File: src/rtl/countdown_pkg.sv
// Shared types, segment patterns and helpers for the HH:MM:SS countdown timer.
package countdown_pkg;

    typedef enum logic [1:0] {
        IDLE  = 2'd0,
        RUN   = 2'd1,
        PAUSE = 2'd2,
        DONE  = 2'd3
    } state_t;

    localparam logic [1:0] SEL_SEC  = 2'b00;
    localparam logic [1:0] SEL_MIN  = 2'b01;
    localparam logic [1:0] SEL_HOUR = 2'b10;
    localparam logic [1:0] SEL_NONE = 2'b11;

    localparam logic [6:0] SEG_0     = 7'b1000000;
    localparam logic [6:0] SEG_1     = 7'b1111001;
    localparam logic [6:0] SEG_2     = 7'b0100100;
    localparam logic [6:0] SEG_3     = 7'b0110000;
    localparam logic [6:0] SEG_4     = 7'b0011001;
    localparam logic [6:0] SEG_5     = 7'b0010010;
    localparam logic [6:0] SEG_6     = 7'b0000010;
    localparam logic [6:0] SEG_7     = 7'b1111000;
    localparam logic [6:0] SEG_8     = 7'b0000000;
    localparam logic [6:0] SEG_9     = 7'b0010000;
    localparam logic [6:0] SEG_BLANK = 7'b1111111;

    function automatic logic [6:0] bcd_to_seg(input logic [3:0] i_bcd);
        logic [6:0] w_seg;
        case (i_bcd)
            4'd0:    w_seg = SEG_0;
            4'd1:    w_seg = SEG_1;
            4'd2:    w_seg = SEG_2;
            4'd3:    w_seg = SEG_3;
            4'd4:    w_seg = SEG_4;
            4'd5:    w_seg = SEG_5;
            4'd6:    w_seg = SEG_6;
            4'd7:    w_seg = SEG_7;
            4'd8:    w_seg = SEG_8;
            4'd9:    w_seg = SEG_9;
            default: w_seg = SEG_BLANK;
        endcase
        return w_seg;
    endfunction

    // Returns {tens, units} when the pair is a legal value for the field, else 00.
    function automatic logic [7:0] validate_field(input logic [1:0] i_sel,
                                                  input logic [3:0] i_tens,
                                                  input logic [3:0] i_units);
        logic w_ok;
        if (i_sel == SEL_HOUR)
            w_ok = (i_units <= 4'd9) && ((i_tens < 4'd2) || ((i_tens == 4'd2) && (i_units <= 4'd3)));
        else
            w_ok = (i_tens <= 4'd5) && (i_units <= 4'd9);
        return w_ok ? {i_tens, i_units} : 8'h00;
    endfunction

endpackage

File: src/rtl/countdown_timer_key.sv
// Key conditioner: two-flop synchroniser, level debouncer, falling-edge one-cycle pulse.
module key_conditioner #(
    parameter int DEBOUNCE_CYC = 500_000
) (
    input  logic clk,
    input  logic reset_n,
    input  logic i_key_n,
    output logic o_pulse
);

    localparam int CW = $clog2(DEBOUNCE_CYC + 1);

    logic          r_sync1;
    logic          r_sync2;
    logic          r_stable;
    logic          r_stablePrev;
    logic [CW-1:0] r_cnt;

    always_ff @(posedge clk) begin
        if (!reset_n) begin
            r_sync1 <= 1'b1;
            r_sync2 <= 1'b1;
        end else begin
            r_sync1 <= i_key_n;
            r_sync2 <= r_sync1;
        end
    end

    // Any sample that agrees with the accepted level restarts the stability count.
    always_ff @(posedge clk) begin
        if (!reset_n) begin
            r_cnt        <= '0;
            r_stable     <= 1'b1;
            r_stablePrev <= 1'b1;
        end else begin
            r_stablePrev <= r_stable;
            if (r_sync2 == r_stable) begin
                r_cnt <= '0;
            end else if (r_cnt == CW'(DEBOUNCE_CYC - 1)) begin
                r_stable <= r_sync2;
                r_cnt    <= '0;
            end else begin
                r_cnt <= r_cnt + CW'(1);
            end
        end
    end

    assign o_pulse = r_stablePrev & ~r_stable;

endmodule

File: src/rtl/countdown_timer.sv
// HH:MM:SS BCD countdown timer: key handling, run/pause FSM, 1 s prescaler and six-digit display.
module countdown_timer
    import countdown_pkg::*;
#(
    parameter int CLK_HZ       = 50_000_000,
    parameter int DEBOUNCE_CYC = 500_000
) (
    input  logic       clk,
    input  logic       reset_n,
    input  logic [9:0] SW,
    input  logic       load_n,
    input  logic       run_n,
    output logic [6:0] HEX5,
    output logic [6:0] HEX4,
    output logic [6:0] HEX3,
    output logic [6:0] HEX2,
    output logic [6:0] HEX1,
    output logic [6:0] HEX0,
    output logic       running,
    output logic       done
);

    localparam int              PW        = (CLK_HZ > 1) ? $clog2(CLK_HZ) : 1;
    localparam logic [PW-1:0]   PRESC_MAX = PW'(CLK_HZ - 1);

    state_t        r_state;
    state_t        w_nextState;
    logic [PW-1:0] r_presc;
    logic [3:0]    r_h1, r_h0, r_m1, r_m0, r_s1, r_s0;
    logic [3:0]    w_h1n, w_h0n, w_m1n, w_m0n, w_s1n, w_s0n;
    logic          w_loadPulse;
    logic          w_runPulse;
    logic          w_tick;
    logic          w_timeZero;
    logic          w_lastSec;
    logic          w_doLoad;
    logic [7:0]    w_field;

    key_conditioner #(.DEBOUNCE_CYC(DEBOUNCE_CYC)) u_loadKey (
        .clk     (clk),
        .reset_n (reset_n),
        .i_key_n (load_n),
        .o_pulse (w_loadPulse)
    );

    key_conditioner #(.DEBOUNCE_CYC(DEBOUNCE_CYC)) u_runKey (
        .clk     (clk),
        .reset_n (reset_n),
        .i_key_n (run_n),
        .o_pulse (w_runPulse)
    );

    assign w_tick     = (r_state == RUN) && (r_presc == PRESC_MAX);
    assign w_timeZero = ({r_h1, r_h0, r_m1, r_m0, r_s1, r_s0} == 24'h0);
    assign w_lastSec  = ({r_h1, r_h0, r_m1, r_m0, r_s1, r_s0} == 24'h1);
    assign w_doLoad   = w_loadPulse && (r_state != RUN);
    assign w_field    = validate_field(SW[9:8], SW[7:4], SW[3:0]);

    always_ff @(posedge clk) begin
        if (!reset_n) r_state <= IDLE;
        else          r_state <= w_nextState;
    end

    // A load pulse always wins over a simultaneous run pulse.
    always_comb begin
        w_nextState = r_state;
        case (r_state)
            IDLE:  if (!w_loadPulse && w_runPulse && !w_timeZero) w_nextState = RUN;
            RUN: begin
                if (w_tick && w_lastSec)              w_nextState = DONE;
                else if (w_runPulse && !w_loadPulse)  w_nextState = PAUSE;
            end
            PAUSE: begin
                if (w_loadPulse)     w_nextState = IDLE;
                else if (w_runPulse) w_nextState = RUN;
            end
            DONE:  if (w_loadPulse || w_runPulse) w_nextState = IDLE;
            default: w_nextState = IDLE;
        endcase
    end

    always_comb begin
        running = (r_state == RUN);
        done    = (r_state == DONE);
    end

    // One-second BCD borrow chain; only the digits that borrow change.
    always_comb begin
        w_h1n = r_h1;
        w_h0n = r_h0;
        w_m1n = r_m1;
        w_m0n = r_m0;
        w_s1n = r_s1;
        w_s0n = r_s0;
        if (r_s0 != 4'd0) begin
            w_s0n = r_s0 - 4'd1;
        end else begin
            w_s0n = 4'd9;
            if (r_s1 != 4'd0) begin
                w_s1n = r_s1 - 4'd1;
            end else begin
                w_s1n = 4'd5;
                if (r_m0 != 4'd0) begin
                    w_m0n = r_m0 - 4'd1;
                end else begin
                    w_m0n = 4'd9;
                    if (r_m1 != 4'd0) begin
                        w_m1n = r_m1 - 4'd1;
                    end else begin
                        w_m1n = 4'd5;
                        if (r_h0 != 4'd0) begin
                            w_h0n = r_h0 - 4'd1;
                        end else begin
                            w_h0n = 4'd9;
                            w_h1n = r_h1 - 4'd1;
                        end
                    end
                end
            end
        end
    end

    always_ff @(posedge clk) begin
        if (!reset_n) begin
            r_presc <= '0;
            r_h1    <= 4'd0;
            r_h0    <= 4'd0;
            r_m1    <= 4'd0;
            r_m0    <= 4'd0;
            r_s1    <= 4'd0;
            r_s0    <= 4'd0;
        end else begin
            if (r_state == RUN)
                r_presc <= w_tick ? '0 : r_presc + PW'(1);
            else if ((r_state == IDLE) || w_doLoad)
                r_presc <= '0;

            if (w_doLoad) begin
                case (SW[9:8])
                    SEL_SEC:  begin r_s1 <= w_field[7:4]; r_s0 <= w_field[3:0]; end
                    SEL_MIN:  begin r_m1 <= w_field[7:4]; r_m0 <= w_field[3:0]; end
                    SEL_HOUR: begin r_h1 <= w_field[7:4]; r_h0 <= w_field[3:0]; end
                    default:  ;
                endcase
            end else if (w_tick && !w_timeZero) begin
                r_h1 <= w_h1n;
                r_h0 <= w_h0n;
                r_m1 <= w_m1n;
                r_m0 <= w_m0n;
                r_s1 <= w_s1n;
                r_s0 <= w_s0n;
            end
        end
    end

    assign HEX5 = bcd_to_seg(r_h1);
    assign HEX4 = bcd_to_seg(r_h0);
    assign HEX3 = bcd_to_seg(r_m1);
    assign HEX2 = bcd_to_seg(r_m0);
    assign HEX1 = bcd_to_seg(r_s1);
    assign HEX0 = bcd_to_seg(r_s0);

endmodule

File: config.mk
export PLATFORM = sky130hd
export DESIGN_NAME = countdown_timer
export DESIGN_NICKNAME = d
export VERILOG_FILES = /design/src/rtl/countdown_pkg.sv /design/src/rtl/countdown_timer_key.sv /design/src/rtl/countdown_timer.sv
export SDC_FILE = /design/constraint.sdc
export NUM_CORES = 1
export LEC_CHECK = 0
export ABC_CLOCK_PERIOD_IN_PS = 4550
export CORE_ASPECT_RATIO = 0.75
export CORE_UTILIZATION = 50
export DETAILED_ROUTE_END_ITERATION = 6
export PLACE_DENSITY = 0.71
export RECOVER_POWER = 50
export SLEW_MARGIN = 20
export SYNTH_ARGS = -nofsm -noshare
export SYNTH_HDL_FRONTEND = slang
export SYNTH_SLANG_ARGS = --single-unit
File: constraint.sdc
create_clock -name clk -period 4.55 [get_ports clk]
set_clock_uncertainty 0.05 [all_clocks]
set_input_delay 1.365 -clock clk [delete_from_list [all_inputs] [get_ports clk]]
set_output_delay 1.365 -clock clk [all_outputs]
set_load 0.01 [all_outputs]
==> results.json, run 1 <==
{
  "drc": 6,
  "cts-buffers-inserted": 17,
  "crit_path_start_kind": "input pin",
  "nets": 947,
  "area_growth_pct": 18.9,
  "crit_path_max_fanout": 5,
  "syn-num-nets": 882,
  "final-setup-viol-count": 0,
  "grt_pass1_vias": 5806,
  "drv_cap": 0,
  "post-synth-top-area-fraction_pct": 39.7,
  "insertion_delay_ps": 430,
  "drt-pass1-iter-count": 7,
  "peakVddDrop_mv": 0.261,
  "insertedDiodeCount": 0,
  "async_reset_ff_share_pct": 0,
  "fmax_ghz": 0.254,
  "worst_slack_ps": 608,
  "routedWlPerCell_um": 15.2,
  "violations": "DRC",
  "startpoint": "SW[8]",
  "synth.distinct_cells": 68,
  "synth_top_cell_by_area": "dfxtp_1",
  "place.gp.congestion": 0.937,
  "io_buffers": 57,
  "cts_resized": 0,
  "hold_ws_ps": 365,
  "hold_path_class": "reg2reg",
  "dieHeight_um": 105,
  "path_clk_slew_ps": 60,
  "htreeDepth": 4,
  "holdCritStartpoint": "u_loadKey.r_sync1",
  "initial_utilization_pct": 51.3,
  "drt-total-wl_mm": 16.5,
  "fp-row-count": 37,
  "crit_type": "in2reg",
  "synth_area_sq_um": 7050,
  "dp.final_hpwl_mm": 12.0,
  "cp.required_ps": 4750,
  "p_leak_nw": 3.33,
  "tns_ps": 0,
  "tightest_slew_ps": 970,
  "seq_area_frac_synth_pct": 39.7,
  "grt_pass1_wl_mm": 28.0,
  "power.density_nw_per_um2": 306,
  "dp_slack_ps": 347,
  "cts_tree": "done",
  "p_total_w": 0.00257,
  "vias_per_cell": 5.69,
  "ys.warnings.count": 0,
  "synth.area.top_cells": "dfxtp_1 (40%), ha_1 (6.2%), nor2_1 (5.7%)",
  "post_cts_buffers": 0,
  "drtAntennaViolNets": 0,
  "postSynthAreaPerCell_sq_um": 8.47,
  "clk_path_buf_depth": 2,
  "dieArea_sq_um": 14600,
  "relSlewSlack_pct": 35.1,
  "crit_path_end_kind": "register",
  "fillCellCount": 1181,
  "outcome": "finished, violations left",
  "hold_viol_final": 0,
  "layout_commonest_cell": "dfxtp_1",
  "timing.rr.start": "r_presc[11]",
  "core_sq_um": 13700,
  "antenna_found_initial": 0,
  "ctsRootBufferMaster": "clkbuf_16",
  "dieWidth_um": 139,
  "cts_hold_buf": 0,
  "period_needed_ps": 3940,
  "layout_common_cells": "dfxtp_1 (140), nor2_1 (107), nand2_1 (69), a21oi_1 (49), dlygate4sd3_1 (44)",
  "arrival_ps": 4140,
  "synth_edf_count": 0,
  "grt_max_degree": 26,
  "track_usage_pct": 23.8,
  "drive_above_1_share_pct": 6.92,
  "regToRegSetupSlack_ps": 1000,
  "ios": 58,
  "synth-seq-cells": 140,
  "fin_util_pct": 61.0,
  "synth_cells": 833,
  "synth_flop_cell": "dfxtp_1",
  "clkSinkCount": 140,
  "grt_overflow": 0,
  "first_iter_violations": 498,
  "fin_crit_sh_pct": 86.6,
  "slew_viol_final": 0,
  "rsz0062_at_grt": "no",
  "vias": 6184
}
-- logic make-up after synthesis --
| kind of cell | synth area share (%) |
|---|---|
| AOI/OAI and AO/OA | 15.3 |
| xor gates and xnor gates | 5.84 |
| adders and majority gates | 6.21 |
| buffers and inverters | 3.41 |
| DFF | 39.7 |
| muxes | 3.23 |
| and+or+nand+nor | 26.3 |
-- final cells by class --
class / count / area, sq um / share of cell area (%)
multi-input combinational: 631 / 4010 / 47.8
sequential: 140 / 2800 / 33.4
timing repair buffer: 67 / 646 / 7.70
clock buffer: 22 / 464 / 5.53
tap: 175 / 219 / 2.61
inverter: 41 / 154 / 1.84
clock inverter: 10 / 91.3 / 1.09
-- metrics by stage --
step	area [sq um]	cells
floorplan	7050	833
global placement	7830	1054
detailed placement	7830	1054
CTS	8390	1086
global route	8390	1086
finish	8390	1086
-- critical path, stage by stage --
cell and delay (ps):
dlygate4sd3_1 590, nand3b_1 230, o2111a_1 290, and2_1 190
nand2_1 160, nor2_1 50, o21ai_0 520, inv_1 190
ha_1 230, nor3_1 240, a21oi_1 80
-- synth_stat cells, types with 7 or more instances --
master,count
nor3_1,26
and2_1,13
o211ai_1,8
a21oi_1,49
nand4_1,21
dfxtp_1,140
nor2_1,107
xnor2_1,16
ha_1,35
o21ai_0,37
or3_1,13
and3_1,14
xor2_1,31
mux2i_1,19
nand2b_1,13
nor3b_1,7
a31oi_1,11
clkbuf_1,17
o21a_1,9
inv_1,38
nand3_1,30
nor4_1,12
a22oi_1,7
nand2_1,69
-- layer usage --
| layer | wire length [um] | GRT usage [%] | up-vias |
|---|---|---|---|
| li1 | - | - | 3097 |
| met4 | 220 | 9.29 | 0 |
| met1 | 7970 | 33.3 | 2861 |
| met5 | 0 | 0 | - |
| met2 | 7260 | 35.2 | 208 |
| met3 | 1050 | 5.55 | 18 |
-- sequential cells by signal (all words and copies together), names as in the netlist, 7 cells and up --
| name | count |
|---|---|
| HEX1 | 7 |
| HEX3 | 7 |
| u_loadKey.r_cnt | 19 |
| u_runKey.r_cnt | 19 |
| HEX5 | 7 |
| HEX2 | 7 |
| r_presc | 26 |
| HEX0 | 7 |
| HEX4 | 7 |
-- final timing paths --
| path | endpoint | cells past startpoint |
|---|---|---|
| max reg2reg | HEX3[6] | 10 |
| min reg2reg | u_loadKey.r_sync2 | 1 |
| max | HEX4[5] | 11 |
| min | u_loadKey.r_sync2 | 1 |
-- where the power goes --
| part | switching [W] | total (W) | leakage [nW] | internal (W) |
|---|---|---|---|---|
| logic | 0.0000252 | 0.0000426 | 1.95 | 0.0000175 |
| clock network | 0.000516 | 0.00129 | 0.259 | 0.000777 |
| registers | 0.00000123 | 0.00123 | 1.13 | 0.00123 |
Power figures use the tool's default switching activity.
==> inputs of run 2 (changes only) <==
- CAP_MARGIN: unset -> 20
==> results of run 2 <==
Final layout, timing and power as in run 1 (identical DEF).
